**src/rtl/pc_ctrl_pkg.sv**
```systemverilog
// pc_ctrl_pkg -- definitions shared by the program-counter controller.
//   state_t    : controller state encoding (IDLE, INIT, RUN, DONE)
//   PC_W       : program counter / destination width
//   CNT_W      : executed-cycle counter width
//   pc_plus1() : return address of an instruction (wraps at PC_W bits)
package pc_ctrl_pkg;

    localparam int PC_W  = 10;
    localparam int CNT_W = 16;

    localparam logic [CNT_W-1:0] CNT_MAX = '1;

    typedef enum logic [1:0] {
        ST_IDLE = 2'd0,
        ST_INIT = 2'd1,
        ST_RUN  = 2'd2,
        ST_DONE = 2'd3
    } state_t;

    function automatic logic [PC_W-1:0] pc_plus1(input logic [PC_W-1:0] pc);
        return pc + PC_W'(1);
    endfunction

endpackage

```
**src/rtl/pc_ctrl_ras.sv**
```systemverilog
// ras_stack -- return-address stack for pc_ctrl (only built with PC_CTRL_RAS_EN).
// Ports:
//   CLK, Reset  : clock, asynchronous active-high reset (empties the stack)
//   push        : store push_data on top (ignored when full)
//   pop         : discard top entry (ignored when empty)
//   push_data   : return address to store
//   full, empty : occupancy flags
//   top         : current top entry, combinational (0 when empty)
// The top entry is read combinationally because a return redirects the PC
// in the same cycle it is decoded; the storage is therefore a small
// register array rather than a block RAM with registered read.
module ras_stack
    import pc_ctrl_pkg::*;
#(
    parameter int DEPTH = 4
) (
    input  logic            CLK,
    input  logic            Reset,
    input  logic            push,
    input  logic            pop,
    input  logic [PC_W-1:0] push_data,
    output logic            full,
    output logic            empty,
    output logic [PC_W-1:0] top
);

    localparam int SP_W  = $clog2(DEPTH + 1);
    localparam int IDX_W = (DEPTH > 1) ? $clog2(DEPTH) : 1;

    logic [SP_W-1:0]  sp_reg;
    logic [PC_W-1:0]  mem [DEPTH];
    logic [IDX_W-1:0] top_idx;

    assign full    = (sp_reg == SP_W'(DEPTH));
    assign empty   = (sp_reg == '0);
    assign top_idx = IDX_W'(sp_reg - SP_W'(1));
    assign top     = empty ? '0 : mem[top_idx];

    always_ff @(posedge CLK or posedge Reset) begin
        if (Reset) begin
            sp_reg <= '0;
        end else if (push && !full) begin
            sp_reg <= sp_reg + SP_W'(1);
        end else if (pop && !empty) begin
            sp_reg <= sp_reg - SP_W'(1);
        end
    end

    // Storage carries no reset: entries above the stack pointer are never read.
    always_ff @(posedge CLK) begin
        if (push && !full) begin
            mem[sp_reg[IDX_W-1:0]] <= push_data;
        end
    end

endmodule

```
**src/rtl/pc_ctrl.sv**
```systemverilog
// pc_ctrl -- program-counter controller: start-up sequencing, jump/branch
// steering, run-cycle accounting and an optional return-address stack.
// Build option: define PC_CTRL_RAS_EN to enable call/return through the
// ras_stack sub-module; otherwise calls act as jumps and returns are ignored.
// Ports:
//   CLK, Reset          : clock, asynchronous active-high reset
//   start               : program request (level)
//   halt_in             : program counter reports halt
//   pc_in               : current program counter
//   is_jump/is_branch/is_call/is_ret : decoded instruction class
//   cond_flag           : branch condition
//   target              : absolute jump/call destination
//   init                : synchronous reset to the program counter
//   jump_en, branch_en  : program counter steering
//   destination         : jump destination (0 when not jumping)
//   done                : program complete
//   cycle_cnt           : executed RUN cycles (saturating)
//   ras_err             : sticky stack overflow/underflow
module pc_ctrl
    import pc_ctrl_pkg::*;
#(
    parameter int INIT_CYCLES = 2,
    parameter int RAS_DEPTH   = 4
) (
    input  logic             CLK,
    input  logic             Reset,
    input  logic             start,
    input  logic             halt_in,
    input  logic [PC_W-1:0]  pc_in,
    input  logic             is_jump,
    input  logic             is_branch,
    input  logic             is_call,
    input  logic             is_ret,
    input  logic             cond_flag,
    input  logic [PC_W-1:0]  target,
    output logic             init,
    output logic             jump_en,
    output logic             branch_en,
    output logic [PC_W-1:0]  destination,
    output logic             done,
    output logic [CNT_W-1:0] cycle_cnt,
    output logic             ras_err
);

    localparam int INIT_W = (INIT_CYCLES > 1) ? $clog2(INIT_CYCLES) : 1;

    state_t             state_reg, state_next;
    logic [INIT_W-1:0]  init_cnt_reg;
    logic [CNT_W-1:0]   cycle_cnt_reg;
    logic               steer_ok;

    // An instruction only executes in RUN when the PC is not halting.
    assign steer_ok  = (state_reg == ST_RUN) && !halt_in;
    assign cycle_cnt = cycle_cnt_reg;

`ifdef PC_CTRL_RAS_EN
    logic            ras_push, ras_pop, ras_err_set;
    logic            ras_full, ras_empty;
    logic [PC_W-1:0] ras_top;
    logic            ras_err_reg;

    ras_stack #(
        .DEPTH     (RAS_DEPTH)
    ) u_ras (
        .CLK       (CLK),
        .Reset     (Reset),
        .push      (ras_push),
        .pop       (ras_pop),
        .push_data (pc_plus1(pc_in)),
        .full      (ras_full),
        .empty     (ras_empty),
        .top       (ras_top)
    );

    always_ff @(posedge CLK or posedge Reset) begin
        if (Reset) begin
            ras_err_reg <= 1'b0;
        end else if (ras_err_set) begin
            ras_err_reg <= 1'b1;
        end
    end

    assign ras_err = ras_err_reg;
`else
    localparam int ras_depth_unused = RAS_DEPTH;
    logic unused_ras_inputs;
    assign unused_ras_inputs = ^{is_ret, pc_in};
    assign ras_err = 1'b0;
`endif

    // State register
    always_ff @(posedge CLK or posedge Reset) begin
        if (Reset) begin
            state_reg <= ST_IDLE;
        end else begin
            state_reg <= state_next;
        end
    end

    // Next-state logic
    always_comb begin
        state_next = state_reg;
        case (state_reg)
            ST_IDLE: if (start) state_next = ST_INIT;
            ST_INIT: begin
                if (!start) begin
                    state_next = ST_IDLE;
                end else if (init_cnt_reg == '0) begin
                    state_next = ST_RUN;
                end
            end
            ST_RUN:  if (halt_in) state_next = ST_DONE;
            ST_DONE: if (!start) state_next = ST_IDLE;
            default: state_next = ST_IDLE;
        endcase
    end

    // Output / steering logic
    always_comb begin
        init        = 1'b0;
        done        = 1'b0;
        jump_en     = 1'b0;
        branch_en   = 1'b0;
        destination = '0;
`ifdef PC_CTRL_RAS_EN
        ras_push    = 1'b0;
        ras_pop     = 1'b0;
        ras_err_set = 1'b0;
`endif
        case (state_reg)
            ST_IDLE, ST_INIT: init = 1'b1;
            ST_DONE:          done = 1'b1;
            default: ;
        endcase

        if (steer_ok) begin
`ifdef PC_CTRL_RAS_EN
            if (is_ret) begin
                // A return on an empty stack falls through to PC+1.
                if (!ras_empty) begin
                    ras_pop     = 1'b1;
                    jump_en     = 1'b1;
                    destination = ras_top;
                end else begin
                    ras_err_set = 1'b1;
                end
            end else if (is_call) begin
                // The call is taken even when the return address is lost.
                jump_en     = 1'b1;
                destination = target;
                if (!ras_full) begin
                    ras_push = 1'b1;
                end else begin
                    ras_err_set = 1'b1;
                end
            end else if (is_jump) begin
                jump_en     = 1'b1;
                destination = target;
            end else if (is_branch) begin
                branch_en = cond_flag;
            end
`else
            if (is_call || is_jump) begin
                jump_en     = 1'b1;
                destination = target;
            end else if (is_branch) begin
                branch_en = cond_flag;
            end
`endif
        end
    end

    // Init hold counter: loaded on IDLE->INIT, counts down to zero in INIT.
    always_ff @(posedge CLK or posedge Reset) begin
        if (Reset) begin
            init_cnt_reg <= '0;
        end else if (state_reg == ST_IDLE && start) begin
            init_cnt_reg <= INIT_W'(INIT_CYCLES - 1);
        end else if (state_reg == ST_INIT && init_cnt_reg != '0) begin
            init_cnt_reg <= init_cnt_reg - INIT_W'(1);
        end
    end

    // Run-cycle counter. The halting cycle executes nothing, so the value
    // observed alongside halt_in is the one frozen in DONE.
    always_ff @(posedge CLK or posedge Reset) begin
        if (Reset) begin
            cycle_cnt_reg <= '0;
        end else if (state_reg == ST_IDLE && start) begin
            cycle_cnt_reg <= '0;
        end else if (steer_ok && cycle_cnt_reg != CNT_MAX) begin
            cycle_cnt_reg <= cycle_cnt_reg + CNT_W'(1);
        end
    end

endmodule
```
**config.mk**
```make
export PLATFORM = sky130hd
export DESIGN_NAME = pc_ctrl
export DESIGN_NICKNAME = d
export VERILOG_FILES = /design/src/rtl/pc_ctrl_pkg.sv /design/src/rtl/pc_ctrl_ras.sv /design/src/rtl/pc_ctrl.sv
export SDC_FILE = /design/constraint.sdc
export NUM_CORES = 1
export LEC_CHECK = 0
export BUFFER_PORTS_ARGS = -buffer_cell sky130_fd_sc_hd__buf_4
export CAP_MARGIN = 0
export CORE_ASPECT_RATIO = 1.75
export CORE_MARGIN = 2
export CORE_UTILIZATION = 25
export DETAILED_ROUTE_END_ITERATION = 7
export PLACE_DENSITY = 0.52
export SLEW_MARGIN = 25
export SYNTH_ARGS = -nofsm -noshare
export SYNTH_HDL_FRONTEND = slang
export SYNTH_HIERARCHICAL = 1
export SYNTH_SLANG_ARGS = --single-unit
```
**constraint.sdc**
```tcl
create_clock -name CLK -period 2.8 [get_ports CLK]
set_input_delay 0.56 -clock CLK [delete_from_list [all_inputs] [get_ports CLK]]
set_output_delay 0.56 -clock CLK [all_outputs]
set_load 0.01 [all_outputs]
```
### Word level (Yosys, flattened, before mapping)

Index checks and enable logic that the tools add are counted.

| cells by class | value |
|---|---|
| add/sub/neg operators | 2 |
| $mul | 0 |
| divide/modulo/power cells | 0 |
| magnitude comparators | 0 |
| equal/unequal tests | 8 |
| shifts and indexed selects | 0 |
| muxes and demuxes | 19 |
| bitwise operators | 0 |
| reduce and logical (&&, ||, !) cells | 11 |

Operators with widths:

| cell | number |
|---|---|
| 2-to-1 mux 16 bit | 2 |
| 2-to-1 mux 10 bit | 2 |
| adder 16 x 1 -> 16 bit (second input constant) | 1 |
| inequality test 16 bit (second input constant) | 1 |
| 2-to-1 mux 2 bit | 5 |
| 2-to-1 mux 1 bit | 9 |
| case mux 2 bit (4 select lines) | 1 |
| inequality test 2 bit (second input constant) | 3 |
| == test 2 bit (second input constant) | 2 |
| logical AND 1 bit | 4 |
| AND reduction 4 bit | 1 |
| nonzero test 2 bit | 2 |
| inequality test 3 bit (second input constant) | 1 |
| == test 2 x 1 -> 1 bit (second input constant) | 1 |
| zero test 2 bit | 1 |
| OR reduction 2 bit | 1 |
| zero test 1 bit | 1 |
| logical OR 1 bit | 1 |
| subtractor 1 bit (second input constant) | 1 |

| word-level totals | value |
|---|---|
| register bits after elaboration | 19 |
| bits in latches | 0 |
| RAM bits | 0 |
| bits in read-only memories | 0 |
| output and inout port bits | 31 |
| word-level logic and storage cells | 43 |
| memories kept | 0 |

### Depth between registers and ports, before layout

Gate-level depths: netlist (run 1).

| logic depth | value |
|---|---|
| depth in word-level cells | 5 |
| depth in mapped cells | 6 |

### Least setup slack after synthesis (run 1)

No wires, ideal clock.

| path | value |
|---|---|
| path type | input -> output |
| start | input port halt_in |
| end | output port destination[0] |
| arrival | 1.581 ns |
| setup slack | 0.659 ns |
| stages on the path | 5 |
| path through | or3_1 buf_2 nor2_1 clkbuf_1 and2_1 |

| on the way | value |
|---|---|
| word-level cells in the longest chain between the ends | 3 |

Ends and longest elaborated chain:

| item | line | RTL |
|---|---|---|
| start: declaration | pc_ctrl.sv:28 | `input logic halt_in,` |
| zero test 1 bit | pc_ctrl.sv:53 | `assign steer_ok = (state_reg == ST_RUN) && !halt_in;` |
| logical AND 1 bit | pc_ctrl.sv:53 |  |
| 2-to-1 mux 10 bit | pc_ctrl.sv:136 | `if (steer_ok) begin` |
| end: declaration | pc_ctrl.sv:39 | `output logic [PC_W-1:0] destination,` |

Every way passes these cells.

### Worst setup path in the final report (run 1)

| path | value |
|---|---|
| start | register state_reg[0] |
| end | output port destination[8] |

| on the way | value |
|---|---|
| word-level cells in the longest chain between the ends | 3 |

Ends and longest elaborated chain:

| item | line | RTL |
|---|---|---|
| start: declaration | pc_ctrl.sv:47 | `state_t state_reg, state_next;` |
| start signal: assignment | pc_ctrl.sv:96 | `state_reg <= state_next;` |
| == test 2 bit | pc_ctrl.sv:53 |  |
| logical AND 1 bit | pc_ctrl.sv:53 |  |
| 2-to-1 mux 10 bit | pc_ctrl.sv:136 |  |

Every way passes these cells.

==> results of run 1 <==
## layout make-up
class	instances	share of cell area, %
multi-input combinational	102	40.8
sequential	19	28.2
timing repair buffer	51	22.7
tap	52	3.86
clock buffer	4	2.67
inverter	8	1.78
## worst max-delay path: stages (launching register included)
cell	delay [ns]
dfrtp_1	0.48
or3_1	0.42
nor2_1	0.42
and2_1	0.21
buf_4	0.12
## cells by family (layout without fill, tap and decap cells)
logic type,count (synthesis),in the layout,share of synthesized area (%)
flip-flops,19,19,38.4
adder cells (fa/ha/maj),1,1,1.01
other,1,1,0.303
AO/OA/AOI/OAI,23,23,14.0
XOR/XNOR,1,1,0.708
buffers and inverters,17,63,6.07
multiplexers,6,6,4.95
AND/OR/NAND/NOR,70,70,34.6
## placed cells by master, fill, tap and decap left out, drive strengths merged
cell type and instances:
and4 2, a211o 3, or4 7, o311ai 1, o22a 1, ha 1, nand2 9, nand3 7
and3 4, nand2b 1, and2 11, o211a 1, mux2 1, o21a 1, o21ai 2, conb 1
nand4 9, or3 2, nor4 4, a21oi 8, nor2b 1, inv 8, mux2i 5, a221o 1
buf 51, a2111oi 1, nor2 6, a311oi 1, xor2 1, o31ai 3, clkbuf 4, nor3 5
dfrtp 19, nor3b 2
## routing by layer
layer | wire length (um) | part of all wire [%] | GRT usage (%) | vias to the layer above
met5 | 0 | 0 | 0 | -
met4 | 25 | 0.71 | 4.47 | 0
met3 | 162 | 4.6 | 2.00 | 2
met2 | 2040 | 58 | 25.4 | 34
met1 | 1280 | 37 | 13.9 | 584
li1 | - | - | - | 601
## worst paths after layout
check	end	slack (ns)	cells after the start
setup / recovery	destination[8]	0.34	4
hold / removal	cycle_cnt[10]	0.44	2
setup reg to reg	cycle_cnt[9]	0.52	5
hold reg to reg	cycle_cnt[11]	0.53	1
max in group asynchronous	cycle_cnt[9]	1.87	2
min in group CLK	cycle_cnt[11]	0.53	1
## power by group through the flow
stage / logic [W] / registers (W) / clock network [W]
3_5_place_dp: 0.000394 / 0.000429 / 0
5_1_grt: 0.000423 / 0.000438 / 0.000215
4_1_cts: 0.000394 / 0.000424 / 0.000203
3_3_place_gp: 0.000387 / 0.000425 / 0
2_1_floorplan: 0.000256 / 0.000388 / 0
6_report: 0.000388 / 0.000423 / 0.000193
## stage by stage
| stage | util, % | cells | hold slack (ns) |
|---|---|---|---|
| floorplan | - | 138 | 0.491 |
| finish | 35.8 | 236 | 0.444 |
| detailed placement | 34.8 | 232 | 0.526 |
| CTS | 35.8 | 236 | 0.482 |
| global route | 35.8 | 236 | 0.517 |
| global placement | 34.8 | 232 | 0.520 |
==> results.json, run 1 <==
{
  "status": "complete, no violations",
  "hpwl_um": 2760,
  "seq_area_sq_um": 475,
  "grt-ovfl-total": 0,
  "grt_antenna_before_repair": 0,
  "drv_slew": 0,
  "internal_power_w": 0.000617,
  "path_clk_slew_ns": 0.07,
  "ioPinCount": 60,
  "async_reset_ff_share_pct": 100,
  "core_area_sq_um": 4710,
  "swShare_pct": 38.5,
  "netlist_instances": 138,
  "r2r-start": "cycle_cnt[0]",
  "crit_arrival_ns": 1.90,
  "multiInputGateArea_sq_um": 687,
  "cts-root-buf": "clkbuf_8",
  "finalSetupViolCount": 0,
  "hp-class": "primary input to async pin",
  "cts_tree": "yes",
  "drt_wl_total_um": 3510,
  "p_clk_share_pct": 19.3,
  "cts_setup_buffers": 0,
  "drv_cap": 0,
  "fin_skew_ns": 0.00394,
  "worstSkewPairLatency_ns": 0.25,
  "firstDrtPassIters": 4,
  "gp_congestion": 0.818,
  "crit_path_start_kind": "flip-flop",
  "ir_drop_uv": 242,
  "synth_ff_type": "dfrtp_1",
  "drive_above_1_share_pct": 32.6,
  "yosys-top-cells-count": "dfrtp_1 (19), and2_1 (11), nand2_1 (9)",
  "worst-setup-path-type": "flip-flop to output pin",
  "detail_route.wl_per_cell_um": 14.9,
  "end_kind": "output pin",
  "synthTopCellsByArea": "dfrtp_1 (38%), and2_1 (5.6%), or4_1 (4.2%)",
  "largest_reg_flops": 16,
  "drc_errors": 0,
  "crit_fanout": 11,
  "areaGrowthSynthToFinish_pct": 36.2,
  "crit_required_ns": 2.24,
  "cts.sinks": 19,
  "port_buffers": 47,
  "ant_nets": 0,
  "ctsResizeCount": 0,
  "clockBufferDepth": 2,
  "grt_pass1_vias": 1268,
  "netlist_area_sq_um": 1240,
  "finalHoldViolCount": 0,
  "switching_power_w": 0.000387,
  "maxSlewHeadroom_pct": 48.7,
  "pre_cts_slack_ns": 0.475,
  "postPlaceCellArea_sq_um": 1640,
  "synth_edf_count": 0,
  "vias_per_cell": 5.17,
  "syn-num-nets": 168,
  "power_leakage_nw": 0.812,
  "htree_levels": 1,
  "finalPower_w": 0.00100,
  "postCtsHoldBufs": 0,
  "grt_max_degree": 20,
  "fp.dieH_um": 97.1,
  "ys_types": 41,
  "fin_tns_setup_ns": 0,
  "startpoint": "state_reg[0]",
  "fin_area_sq_um": 1690,
  "ys_warn_count": 6,
  "num-nets-final": 215,
  "initial_utilization_pct": 26.3,
  "drtIter0Drc": 14,
  "dr_total_vias": 1221,
  "synth_area_leader_cell": "dfrtp_1",
  "max_freq_mhz": 407,
  "fin_ws_ns": 0.342,
  "powerDensity_nw_per_um2": 596,
  "num_rows": 33,
  "grt_pass1_wl_um": 5900,
  "worstMarginPinSlew_ns": 0.769,
  "fin_crit_ns": 2.46,
  "finalCritPeriodShare_pct": 87.8,
  "grt.total_usage_pct": 13.2,
  "yosysMostFrequentCell": "dfrtp_1",
  "antennaDiodeCount": 0,
  "die_w_um": 57.2,
  "dieArea_sq_um": 5550,
  "yosysSeqAreaShare_pct": 38.4,
  "pwr-share-seq_pct": 42.1,
  "synth_top_area_share_pct": 38.4,
  "p_comb_share_pct": 38.6,
  "rsz0062_at_grt": "false",
  "avgSynthCellArea_sq_um": 8.97,
  "numCtsBuffers": 3,
  "nFillCells": 523,
  "ys_seq_elements": 19
}
Note: power is estimated with default switching activity, not from simulation.
==> run 2, diff against run 1 <==
ABC_AREA = 1   (was unset)
CELL_PAD_IN_SITES_DETAIL_PLACEMENT = 0   (was unset)
CELL_PAD_IN_SITES_GLOBAL_PLACEMENT = 1   (was unset)
PLACE_DENSITY = 0.69   (was 0.52)
clock period = 2.7 ns   (was 2.8 ns; I/O delays follow)
==> run 2 against run 1 <==
Clock power up 9%. Count of clock-buffer cells in the layout did not move. Total power down 7.4%. Worst setup slack better by 0.27 ns. Global-route usage increased by 0.48 points. First-iteration DRC count rose by 140%. Synthesized cell count up 38%. Via count rose by 13%. Area after synthesis rose by 3.7%. Core utilization is 1.4 points lower. Non-clock buffer count fell by 4. Critical endpoint is now destination[1]. Largest cell class unchanged.
==> results.json, run 2 <==
{
  "status": "complete, no violations",
  "hp-class": "primary input to async pin",
  "powerDensity_nw_per_um2": 544,
  "critPathBufInv": 3,
  "ant_nets": 0,
  "initial_utilization_pct": 25.8,
  "seq_area_sq_um": 475,
  "worstMarginPinSlew_ns": 0.785,
  "cts.sinks": 19,
  "crit_path_start_kind": "flip-flop",
  "crit_chain": "inv_2, nand2_1, nor2_2, inv_1, nor2_1, buf_4",
  "finalHoldViolCount": 0,
  "areaGrowthSynthToFinish_pct": 33.2,
  "largest_reg_flops": 16,
  "r2r-start": "cycle_cnt[1]",
  "ir_drop_uv": 276,
  "yosysMostFrequentCell": "nand2_1",
  "power_leakage_nw": 0.913,
  "worstSkewPairLatency_ns": 0.26,
  "drv_cap": 0,
  "postCtsHoldBufs": 0,
  "dr_total_vias": 1382,
  "finalCritPeriodShare_pct": 77.5,
  "synth_area_leader_cell": "dfrtp_1",
  "slowest_delay_ns": 0.42,
  "yosysSeqAreaShare_pct": 37.0,
  "crit_required_ns": 2.16,
  "fin_crit_ns": 2.09,
  "syn-num-nets": 220,
  "layout_common_cells": "nand2_1 (58), buf_4 (47), nand3_1 (35)",
  "detail_route.wl_per_cell_um": 11.9,
  "fp.dieH_um": 98.8,
  "firstDrtPassIters": 4,
  "grt_max_degree": 20,
  "cts-root-buf": "clkbuf_8",
  "num_rows": 34,
  "maxSlewHeadroom_pct": 47.6,
  "fin_tns_setup_ns": 0,
  "grt-ovfl-total": 0,
  "grt.total_usage_pct": 13.7,
  "use_met3_pct": 1.84,
  "dieArea_sq_um": 5750,
  "hpwl_um": 2580,
  "cts_tree": "yes",
  "netlist_area_sq_um": 1280,
  "fin_ws_ns": 0.608,
  "startpoint": "state_reg[0]",
  "numCtsBuffers": 3,
  "ioPinCount": 60,
  "port_buffers": 47,
  "ys_types": 26,
  "fin_skew_ns": 0.00184,
  "met2_usage_pct": 25.5,
  "num-nets-final": 267,
  "max_freq_mhz": 478,
  "cts_setup_buffers": 0,
  "drv_slew": 0,
  "finalSetupViolCount": 0,
  "netlist_instances": 190,
  "yosys-top-cells-count": "nand2_1 (58), nand3_1 (35), nor2_1 (27)",
  "synth_top_area_share_pct": 37.0,
  "drive_above_1_share_pct": 26.3,
  "fin_util_pct": 34.4,
  "drtIter0Drc": 33,
  "gp_congestion": 0.716,
  "path_clk_slew_ns": 0.08,
  "drc_errors": 0,
  "grt_pass1_vias": 1419,
  "core_area_sq_um": 4980,
  "die_w_um": 58.2,
  "ctsResizeCount": 0,
  "gr-max-usage-layer": "met2",
  "synth_ff_type": "dfrtp_1",
  "grt_antenna_before_repair": 0,
  "worst-setup-path-type": "flip-flop to output pin",
  "clockBufferDepth": 2,
  "avgSynthCellArea_sq_um": 6.76,
  "htree_levels": 1,
  "ys_warn_count": 6,
  "antennaDiodeCount": 0,
  "pre_cts_slack_ns": 0.725,
  "synth_edf_count": 0,
  "final_common_cell": "nand2_1",
  "worst_path_max_delay_cell": "dfrtp_1",
  "synthTopCellsByArea": "dfrtp_1 (37%), nand2_1 (17%), nand3_1 (14%)",
  "rsz0062_at_grt": "false",
  "vias_per_cell": 4.77,
  "ys_seq_elements": 19,
  "end_kind": "output pin",
  "grt_pass1_wl_um": 6180,
  "multiInputGateArea_sq_um": 702,
  "crit_fanout": 13,
  "drt_wl_total_um": 3460,
  "crit_family": "buffers and inverters",
  "nFillCells": 560,
  "async_reset_ff_share_pct": 100,
  "crit_arrival_ns": 1.55,
  "grt_use_met1_pct": 14.0
}
-- run 2: through the flow --
| stage | hold WS, ns | instance area [sq um] | total power [W] | cells |
|---|---|---|---|---|
| finish | 0.420 | 1710 | 0.000931 | 290 |
| global route | 0.477 | 1710 | 0.000998 | 290 |
| detailed placement | 0.518 | 1670 | 0.000732 | 286 |
| floorplan | 0.484 | 1280 | 0.000595 | 190 |
| global placement | 0.505 | 1670 | 0.000733 | 286 |
| CTS | 0.463 | 1710 | 0.000940 | 290 |
-- run 2: where the power goes --
part | internal (W) | switching (W) | total, W | leakage (nW)
Sequential | 0.000326 | 0.0000484 | 0.000375 | 0.257
Clock | 0.000105 | 0.000105 | 0.000211 | 0.0228
Combinational | 0.000140 | 0.000206 | 0.000346 | 0.633
-- run 2: cell type report --
| type | count | share of cell area [%] |
|---|---|---|
| inverters | 18 | 3.95 |
| multi-input cells | 148 | 41.0 |
| well taps | 54 | 3.95 |
| flip-flops and latches | 19 | 27.8 |
| clock buffers | 4 | 2.63 |
| repair buffers | 47 | 20.6 |
-- run 2: metal layers --
| metal | part of all wire (%) | wire length, um |
|---|---|---|
| met1 | 38 | 1320 |
| met4 | 3.6 | 125 |
| met2 | 53 | 1820 |
| met3 | 5.3 | 183 |
| met5 | 0 | 0 |
-- run 2: path summary, 6_finish.rpt --
check / depth (start not counted) / slack [ns] / end
setup / recovery: 6 / 0.61 / destination[1]
hold / removal: 2 / 0.42 / cycle_cnt[2]
setup reg to reg: 7 / 1.00 / cycle_cnt[4]
hold reg to reg: 1 / 0.52 / flip-flop
max in group asynchronous: 2 / 1.79 / cycle_cnt[5]
min in group CLK: 1 / 0.52 / flip-flop
-- run 2: cells by family after synthesis --
family                   synth area share [%]
AND/OR/NAND/NOR                          46.2
buffers and inverters                    8.28
flip-flops                               37.0
AO/OA/AOI/OAI                            5.85
XOR/XNOR                                 1.36
adder cells (fa/ha/maj)                 0.975
other                                   0.292
==> run 3, diff against run 2 <==
PLACE_DENSITY = 0.72   (was 0.69)
clock period = 1.8 ns   (was 2.7 ns; I/O delays follow)
==> run 3 against run 2 <==
Final cell count increased by 6.9%. Critical path depth rose by 1. First-iteration DRC count rose by 52%. Hold slack got worse by 0.30 ns. Register-to-register slack got worse by 0.75 ns. Via count increased by 7.8%. Non-clock buffer count is 20 higher. Die area stayed put. Combinational power increased by 130%. Global-route usage up 0.35 points. Largest power group is now combinational cells.
==> results.json, run 3 (synthesis results as in run 2) <==
{
  "max_freq_mhz": 567,
  "powerDensity_nw_per_um2": 844,
  "detail_route.wl_per_cell_um": 12.6,
  "areaGrowthSynthToFinish_pct": 53.4,
  "hpwl_um": 2730,
  "postPlaceCellArea_sq_um": 1780,
  "fp.dieH_um": 98.8,
  "r2r_slack_ns": 0.25,
  "clockBufferDepth": 2,
  "cts-root-buf": "clkbuf_8",
  "dieArea_sq_um": 5750,
  "port_buffers": 47,
  "ant_nets": 0,
  "fin_skew_ns": 0.00272,
  "status": "complete, no violations",
  "r2r-start": "state_reg[0]",
  "gr-max-usage-layer": "met2",
  "hp-class": "primary input to async pin",
  "crit_fanout": 6,
  "fin_tns_setup_ns": 0,
  "grt_antenna_before_repair": 0,
  "num_rows": 34,
  "worst-setup-path-type": "flip-flop to output pin",
  "cts.sinks": 19,
  "finalPower_w": 0.00166,
  "largest_reg_flops": 16,
  "grt_pass1_wl_um": 6370,
  "grt_pass1_vias": 1426,
  "worstSkewPairLatency_ns": 0.26,
  "rsz0062_at_grt": "true",
  "fin_area_sq_um": 1970,
  "firstDrtPassIters": 5,
  "finalCritPeriodShare_pct": 98.0,
  "end_kind": "output pin",
  "final_common_cell": "buf_4",
  "drive_above_1_share_pct": 38.7,
  "grt_use_met1_pct": 14.9,
  "crit_chain": "inv_2, nand2_4, nor2_4, clkinvlp_4, buf_6, nor2_2, buf_4",
  "ir_drop_uv": 644,
  "num-nets-final": 287,
  "crit_arrival_ns": 1.40,
  "crit_required_ns": 1.44,
  "r2r_cells": 10,
  "slowest_delay_ns": 0.41,
  "r2r-end": "cycle_cnt[9]",
  "drv_cap": 0,
  "grt.total_usage_pct": 14.0,
  "nFillCells": 552,
  "htree_levels": 1,
  "fin_crit_ns": 1.76,
  "cts_tree": "yes",
  "power_leakage_nw": 1.03,
  "fin_util_pct": 39.6,
  "drc_errors": 0,
  "drv_slew": 0,
  "vias_per_cell": 4.81,
  "grt-ovfl-total": 0,
  "antennaDiodeCount": 0,
  "finalSetupViolCount": 0,
  "initial_utilization_pct": 25.8,
  "die_w_um": 58.2,
  "worst_path_max_delay_cell": "dfrtp_1",
  "grt_max_degree": 20,
  "use_met3_pct": 1.05,
  "finalHoldViolCount": 0,
  "layout_common_cells": "buf_4 (60), nand2_1 (57), nand3_1 (35)",
  "ioPinCount": 60,
  "drt_wl_total_um": 3920,
  "numCtsBuffers": 3,
  "gp_congestion": 0.777,
  "core_area_sq_um": 4980,
  "dr_total_vias": 1490,
  "met2_usage_pct": 27.4,
  "path_clk_slew_ns": 0.08,
  "drtIter0Drc": 50,
  "crit_path_start_kind": "flip-flop"
}
## run 3: cell count changes in the layout (fill, tap and decap cells not counted), moves of 6 or more
cell    delta
nor2_4     +6
nor2_2     +6
nor2_1    -12
buf_4     +13
buf_6      +6
## run 3: what timing repair did
action	in CTS	in global routing
pin swaps	1	1
endpoints found under the hold margin	0	0
endpoints found under the setup margin	10	12
hold buffers	0	0
gates resized for setup	10	20
buffers inserted	6	0
## run 3: area by class of cell
| type | count | area (sq um) | area share (%) |
|---|---|---|---|
| multi-input cells | 148 | 769 | 39.1 |
| repair buffers | 67 | 538 | 27.3 |
| flip-flops and latches | 19 | 477 | 24.2 |
| inverters | 18 | 71.3 | 3.62 |
| well taps | 54 | 67.6 | 3.43 |
| clock buffers | 3 | 41.3 | 2.10 |
| clock inverters | 1 | 5.00 | 0.254 |
## run 3: worst max-delay path by stage
stage	start	endpoint	cells after the start
after floorplan	state_reg[0]	destination[0]	6
after global placement	is_jump	destination[3]	6
after detailed placement	is_jump	destination[1]	6
after CTS	state_reg[0]	destination[7]	7
after global routing	state_reg[0]	destination[9]	7
final	state_reg[0]	destination[9]	7
## run 3: power by group
part	leakage (nW)	internal [W]	switching (W)	total (W)
logic	0.747	0.000375	0.000421	0.000796
clock network	0.0255	0.000154	0.000161	0.000315
registers	0.256	0.000492	0.0000599	0.000551
total	1.03	0.00102	0.000641	0.00166
## run 3: metal layers
layer	part of all wire (%)	vias up
met4	1.6	0
met5	0	-
met3	5.1	5
met2	56	58
li1	-	736
met1	38	691
## run 3: critical path, delay by kind of cell (launching register included)
kind,cells,cell delay [ns]
buffers and inverters,4,0.50
DFF,1,0.41
and+or+nand+nor,3,0.24
## run 3: through the flow
stage	setup WS, ns	hold WS [ns]	cells
global placement	0.161	0.418	300
CTS	0.0257	0.124	310
global route	-0.0433	0.136	310
detailed placement	0.189	0.417	300
finish	0.0365	0.118	310
floorplan	0.258	0.311	190
